==> src/rtl/rr8_grant_sequencer.sv <==
// rr8_grant_sequencer
//
// Round-robin arbiter for eight requesters. Its outputs drive a 3-to-8
// enabled decoder directly. The winner appears as a binary index (x2_x0)
// qualified by a valid/enable (e). All outputs are registered. Every grant
// is followed by at least one idle cycle, so the decoded one-hot grant is
// always break-before-make.
//
// Optional feature, selected by the macro ARB_HOLD_TIMEOUT_EN:
//   defined   - an 8-bit hold counter is built. A grant that has been held
//               for HOLD_MAX cycles is force-released, and tmo pulses for
//               one cycle.
//   undefined - no counter is built and tmo is tied low.
//
// Parameters:
//   HOLD_MAX   maximum grant length in cycles (1..255); used only with the
//              timeout feature.
// Ports:
//   clock      system clock, rising edge
//   reset_     asynchronous active-low reset
//   req7_req0  request lines, bit i = requester i
//   rel        release strobe from the current grant holder
//   x2_x0      index of the granted requester (held while e = 0)
//   e          grant valid / decoder enable
//   tmo        one-cycle pulse following a forced release

module rr8_grant_sequencer #(
    parameter int unsigned HOLD_MAX = 15
) (
    input  logic       clock,
    input  logic       reset_,
    input  logic [7:0] req7_req0,
    input  logic       rel,
    output logic [2:0] x2_x0,
    output logic       e,
    output logic       tmo
);

    // Reject an out-of-range hold limit when the design is elaborated.
    if (HOLD_MAX < 1 || HOLD_MAX > 255) begin : g_hold_max_illegal
        $error("rr8_grant_sequencer: HOLD_MAX must be within 1..255");
    end

    typedef enum logic {
        IDLE  = 1'b0,
        GRANT = 1'b1
    } state_t;

    state_t     state_q, state_d;
    logic [2:0] ptr_q, ptr_d;
    logic [2:0] x_q, x_d;
    logic       e_q, e_d;
    logic       tmo_q, tmo_d;
    logic       timeout;
    logic [2:0] winner;

`ifdef ARB_HOLD_TIMEOUT_EN
    logic [7:0] cnt_q, cnt_d;
`endif

    // Rotating-priority search. It starts one index past the last winner,
    // so the previous holder is considered last and a sole requester still
    // wins. The 3-bit add wraps from 7 back to 0.
    always_comb begin
        logic [2:0] idx;
        logic       found;
        idx    = '0;
        found  = 1'b0;
        winner = ptr_q;
        for (int i = 1; i <= 8; i++) begin
            idx = ptr_q + 3'(i);
            if (!found && req7_req0[idx]) begin
                winner = idx;
                found  = 1'b1;
            end
        end
    end

`ifdef ARB_HOLD_TIMEOUT_EN
    // cnt_q holds the number of cycles e has been high so far.
    assign timeout = (state_q == GRANT) && (cnt_q >= 8'(HOLD_MAX));
`else
    assign timeout = 1'b0;
`endif

    always_comb begin
        state_d = state_q;
        ptr_d   = ptr_q;
        x_d     = x_q;
        e_d     = e_q;
        tmo_d   = 1'b0;
`ifdef ARB_HOLD_TIMEOUT_EN
        cnt_d   = cnt_q;
`endif
        case (state_q)
            IDLE: begin
                // rel has no meaning here; only pending requests matter.
                if (|req7_req0) begin
                    state_d = GRANT;
                    x_d     = winner;
                    ptr_d   = winner;
                    e_d     = 1'b1;
`ifdef ARB_HOLD_TIMEOUT_EN
                    cnt_d   = 8'd1;
`endif
                end
            end
            GRANT: begin
                // Any release cause, or several causes together, ends the
                // grant once. x2_x0 keeps its value through the idle gap.
                if (rel || !req7_req0[x_q] || timeout) begin
                    state_d = IDLE;
                    e_d     = 1'b0;
                    tmo_d   = timeout;
`ifdef ARB_HOLD_TIMEOUT_EN
                    cnt_d   = 8'd0;
`endif
                end else begin
`ifdef ARB_HOLD_TIMEOUT_EN
                    cnt_d   = cnt_q + 8'd1;
`endif
                end
            end
            default: begin
                state_d = IDLE;
                e_d     = 1'b0;
            end
        endcase
    end

    always_ff @(posedge clock or negedge reset_) begin
        if (!reset_) begin
            state_q <= IDLE;
            ptr_q   <= 3'd7;
            x_q     <= 3'd0;
            e_q     <= 1'b0;
            tmo_q   <= 1'b0;
`ifdef ARB_HOLD_TIMEOUT_EN
            cnt_q   <= 8'd0;
`endif
        end else begin
            state_q <= state_d;
            ptr_q   <= ptr_d;
            x_q     <= x_d;
            e_q     <= e_d;
            tmo_q   <= tmo_d;
`ifdef ARB_HOLD_TIMEOUT_EN
            cnt_q   <= cnt_d;
`endif
        end
    end

    assign x2_x0 = x_q;
    assign e     = e_q;
    assign tmo   = tmo_q;

endmodule

==> config.mk <==
export PLATFORM = sky130hd
export DESIGN_NAME = rr8_grant_sequencer
export DESIGN_NICKNAME = d
export VERILOG_FILES = /design/src/rtl/rr8_grant_sequencer.sv
export SDC_FILE = /design/constraint.sdc
export NUM_CORES = 1
export LEC_CHECK = 0
export CAP_MARGIN = 20
export CORE_MARGIN = 1
export CORE_UTILIZATION = 55
export DETAILED_ROUTE_END_ITERATION = 12
export HOLD_SLACK_MARGIN = 0.1
export PLACE_DENSITY = 0.79
export RECOVER_POWER = 25
export SLEW_MARGIN = 25
export SYNTH_ARGS = -nofsm -noshare
export SYNTH_HDL_FRONTEND = slang
export SYNTH_SLANG_ARGS = --single-unit
==> constraint.sdc <==
create_clock -name clock -period 4.25 [get_ports clock]
set_input_delay 0.425 -clock clock [delete_from_list [all_inputs] [get_ports clock]]
set_output_delay 0.425 -clock clock [all_outputs]
set_load 0.03 [all_outputs]
==> flow_metrics.py <==
metrics = {
    "run_status": {
        "outcome": "finished clean",
    },
    "synth": {
        "synth_flop_cell": "dfrtp_1",
        "ys_top_cells_by_count": "14 x mux4_2, 12 x nand2_1, 9 x mux2i_1",
        "synth_top_area_share_pct": 23.31,
        "synth_edf_count": 0,
        "syn_inst": 131,
        "yosysSeqAreaShare_pct": 15.08,
        "synth-seq-cells": 8,
        "yosys.cell_types.count": 44,
        "avgSynthCellArea_sq_um": 10.32,
        "synth_area_sq_um": 1353,
        "synth_top_cell_by_area": "mux4_2",
        "yosysMostFrequentCell": "mux4_2",
        "synth_nets": 144,
        "ys_warn_count": 0,
        "async_flop_share_pct": 100.0,
        "synth.area.top_cells": "mux4_2 23%, dfrtp_1 9.3%, mux2i_1 6.7%, dfstp_2 5.8%, mux4_1 5.8%",
    },
    "layout": {
        "fillers": 178,
        "syn_to_final_growth_pct": 10.64,
        "antennaDiodeCount": 0,
        "nNetsFinal": 154,
        "multi_input_area_sq_um": 1061,
        "final_area_sq_um": 1496,
        "regArea_sq_um": 203.9,
        "layout-drive-gt1-share_pct": 21.43,
        "utilization_pct": 66.37,
    },
    "timing": {
        "maxSlewViolCount": 0,
        "tightest_slew_ns": 0.5038,
        "max_slew_margin_pct": 65.45,
        "fmax_ghz": 0.2766,
        "hold_viol_final": 0,
        "period_share_pct": 85.06,
        "fin_worst_skew_ns": 0.005012,
        "tns_ns": 0,
        "rsz0062_at_grt": "no",
        "finalSetupViolations": 0,
        "post-route-min-period_ns": 3.615,
        "whs_ns": 0.5066,
    },
    "critical_path": {
        "rrSetupSlack_ns": 0.63,
        "crit_chain": "inv_1 -> ha_1 -> mux4_2 -> mux2_1 -> or4b_4 -> a21oi_1 -> o221ai_1 -> o21a_1 -> mux2_4",
        "cp_slowest_cell": "dfstp_2",
        "start_kind": "flip-flop",
        "reg2reg_from": "ptr_q[1]",
        "cp.arrival_ns": 3.76,
        "rr_endpoint": "x2_x0[2]",
        "cp-end-kind": "flip-flop",
        "required_ns": 4.39,
        "reg2regPathDepth": 9,
        "critical-path-max-stage-delay_ns": 0.75,
        "critical_path.startpoint": "ptr_q[1]",
        "crit_fanout": 16,
        "path_class": "reg2reg",
    },
    "die": {
        "die_height_microns": 51.59,
        "row_count": 17,
        "ios": 16,
        "dieWidth_microns": 51.59,
        "die-area_sq_um": 2662,
        "fp.coreArea_sq_um": 2255,
        "start_util_pct": 59.99,
    },
    "global_route": {
        "grt_max_degree": 17,
        "antenna_found_initial": 0,
        "grtUsageTotal_pct": 28.58,
        "grt_pass1_vias": 1144,
        "grt_pass1_wl_microns": 5616,
        "grt.overflow.total": 0,
    },
    "placed_design": {
        "placed_cell_area_sq_um": 1470,
        "gp_congestion": 0.9414,
        "port_buffers": 14,
        "hpwl_microns": 2492,
    },
    "clock_network": {
        "clockRootBuffer": "clkbuf_4",
        "numCtsBuffers": 3,
        "cts_tree": "yes",
        "max-clock-path-buffers": 2,
        "clkLatencyLatePin_ns": 0.26,
        "cts_resized": 0,
        "cts_max_level": 1,
        "cts_hold_buf": 0,
        "cts_setup_buffers": 0,
        "clkSinkCount": 8,
        "path_clk_slew_ns": 0.06,
    },
    "route": {
        "dr.pass1.iters": 4,
        "first_iter_violations": 43,
        "wire_per_inst_microns": 19.27,
        "ant_nets": 0,
        "viasPerCell": 7.071,
        "drt_wl_total_microns": 3238,
        "drc": 0,
        "vias": 1188,
    },
    "worst_hold_path": {
        "hold_class": "in2async",
    },
    "job": {
        "drv_cap": 0,
    },
}
[cells by family (layout without fill, tap and decap cells)]
kind of cell               count (synthesis)  after routing  share of synthesized area [%]
AOI/OAI and AO/OA                         27             27                          13.69
xor gates and xnor gates                   5              5                          3.238
adders and majority gates                  2              2                          1.850
buffers and inverters                     16             25                          6.476
DFF                                        8              8                          15.08
muxes                                     37             37                          46.07
other                                      1              1                         0.2773
and+or+nand+nor                           35             35                          13.32
[sequential cells by signal (all words and copies together), names as in the netlist]
name	flops
e	1
x2_x0	3
ptr_q	3
state_q	1
[metal layers]
layer | part of all wire [%] | GRT usage, %
met1 | 41 | 40.84
met2 | 49 | 44.37
met3 | 8.8 | 7.018
met4 | 0.86 | 5.405
met5 | 0 | 0
[cell type report]
type,instances,area share (%)
tap,28,2.341
inverter,6,1.505
clock buffer,4,1.756
timing repair buffer,15,9.866
sequential,8,13.63
multi-input combinational,107,70.90
[layout by cell type (no fill, tap or decap), types with 2 or more instances in the layout]
cell type        synthesis  routed
nand2_1                 12      12
o21ai_0                  2       2
nor4_1                   2       2
mux2_2                   4       4
clkbuf_4                 0       3
nand2b_1                 3       3
xor2_1                   2       2
and2_1                   2       2
o211ai_1                 2       2
nand3_1                  4       4
o221ai_1                 3       3
a21oi_1                  7       7
inv_1                    6       6
mux2_4                   4       4
nor2_1                   6       6
mux2_1                   3       3
clkdlybuf4s50_1          0      13
mux4_1                   3       3
mux4_2                  14      14
mux2i_1                  9       9
ha_1                     2       2
a221oi_1                 2       2
dfstp_2                  3       3
dfrtp_1                  5       5
xnor2_1                  3       3
o21ai_1                  2       2
nor3b_1                  2       2
[critical path, delay by kind of cell (launching register included)]
family                     cells  cell delay [ns]
DFF                            1             0.75
adders and majority gates      1             0.49
muxes                          3             1.04
and+or+nand+nor                1             0.58
AOI/OAI and AO/OA              3             0.43
buffers and inverters          1             0.21
[per-stage QoR]
step                      instances  setup WS, ns
after global routing            168        0.4568
after detailed placement        164        0.6523
after floorplan                 131        0.3936
final                           168        0.6348
after global placement          164        0.6555
after CTS                       168        0.6442
[worst max-delay path by stage]
stage	end	cells past startpoint
floorplan	x2_x0[2]	12
global placement	x2_x0[2]	9
detailed placement	x2_x0[2]	9
CTS	x2_x0[2]	9
global route	x2_x0[2]	9
finish	x2_x0[2]	9
Power is left out: the tool's default activity adds up to more than one toggle a clock period on the data nets, which glitch-free logic cannot reach.
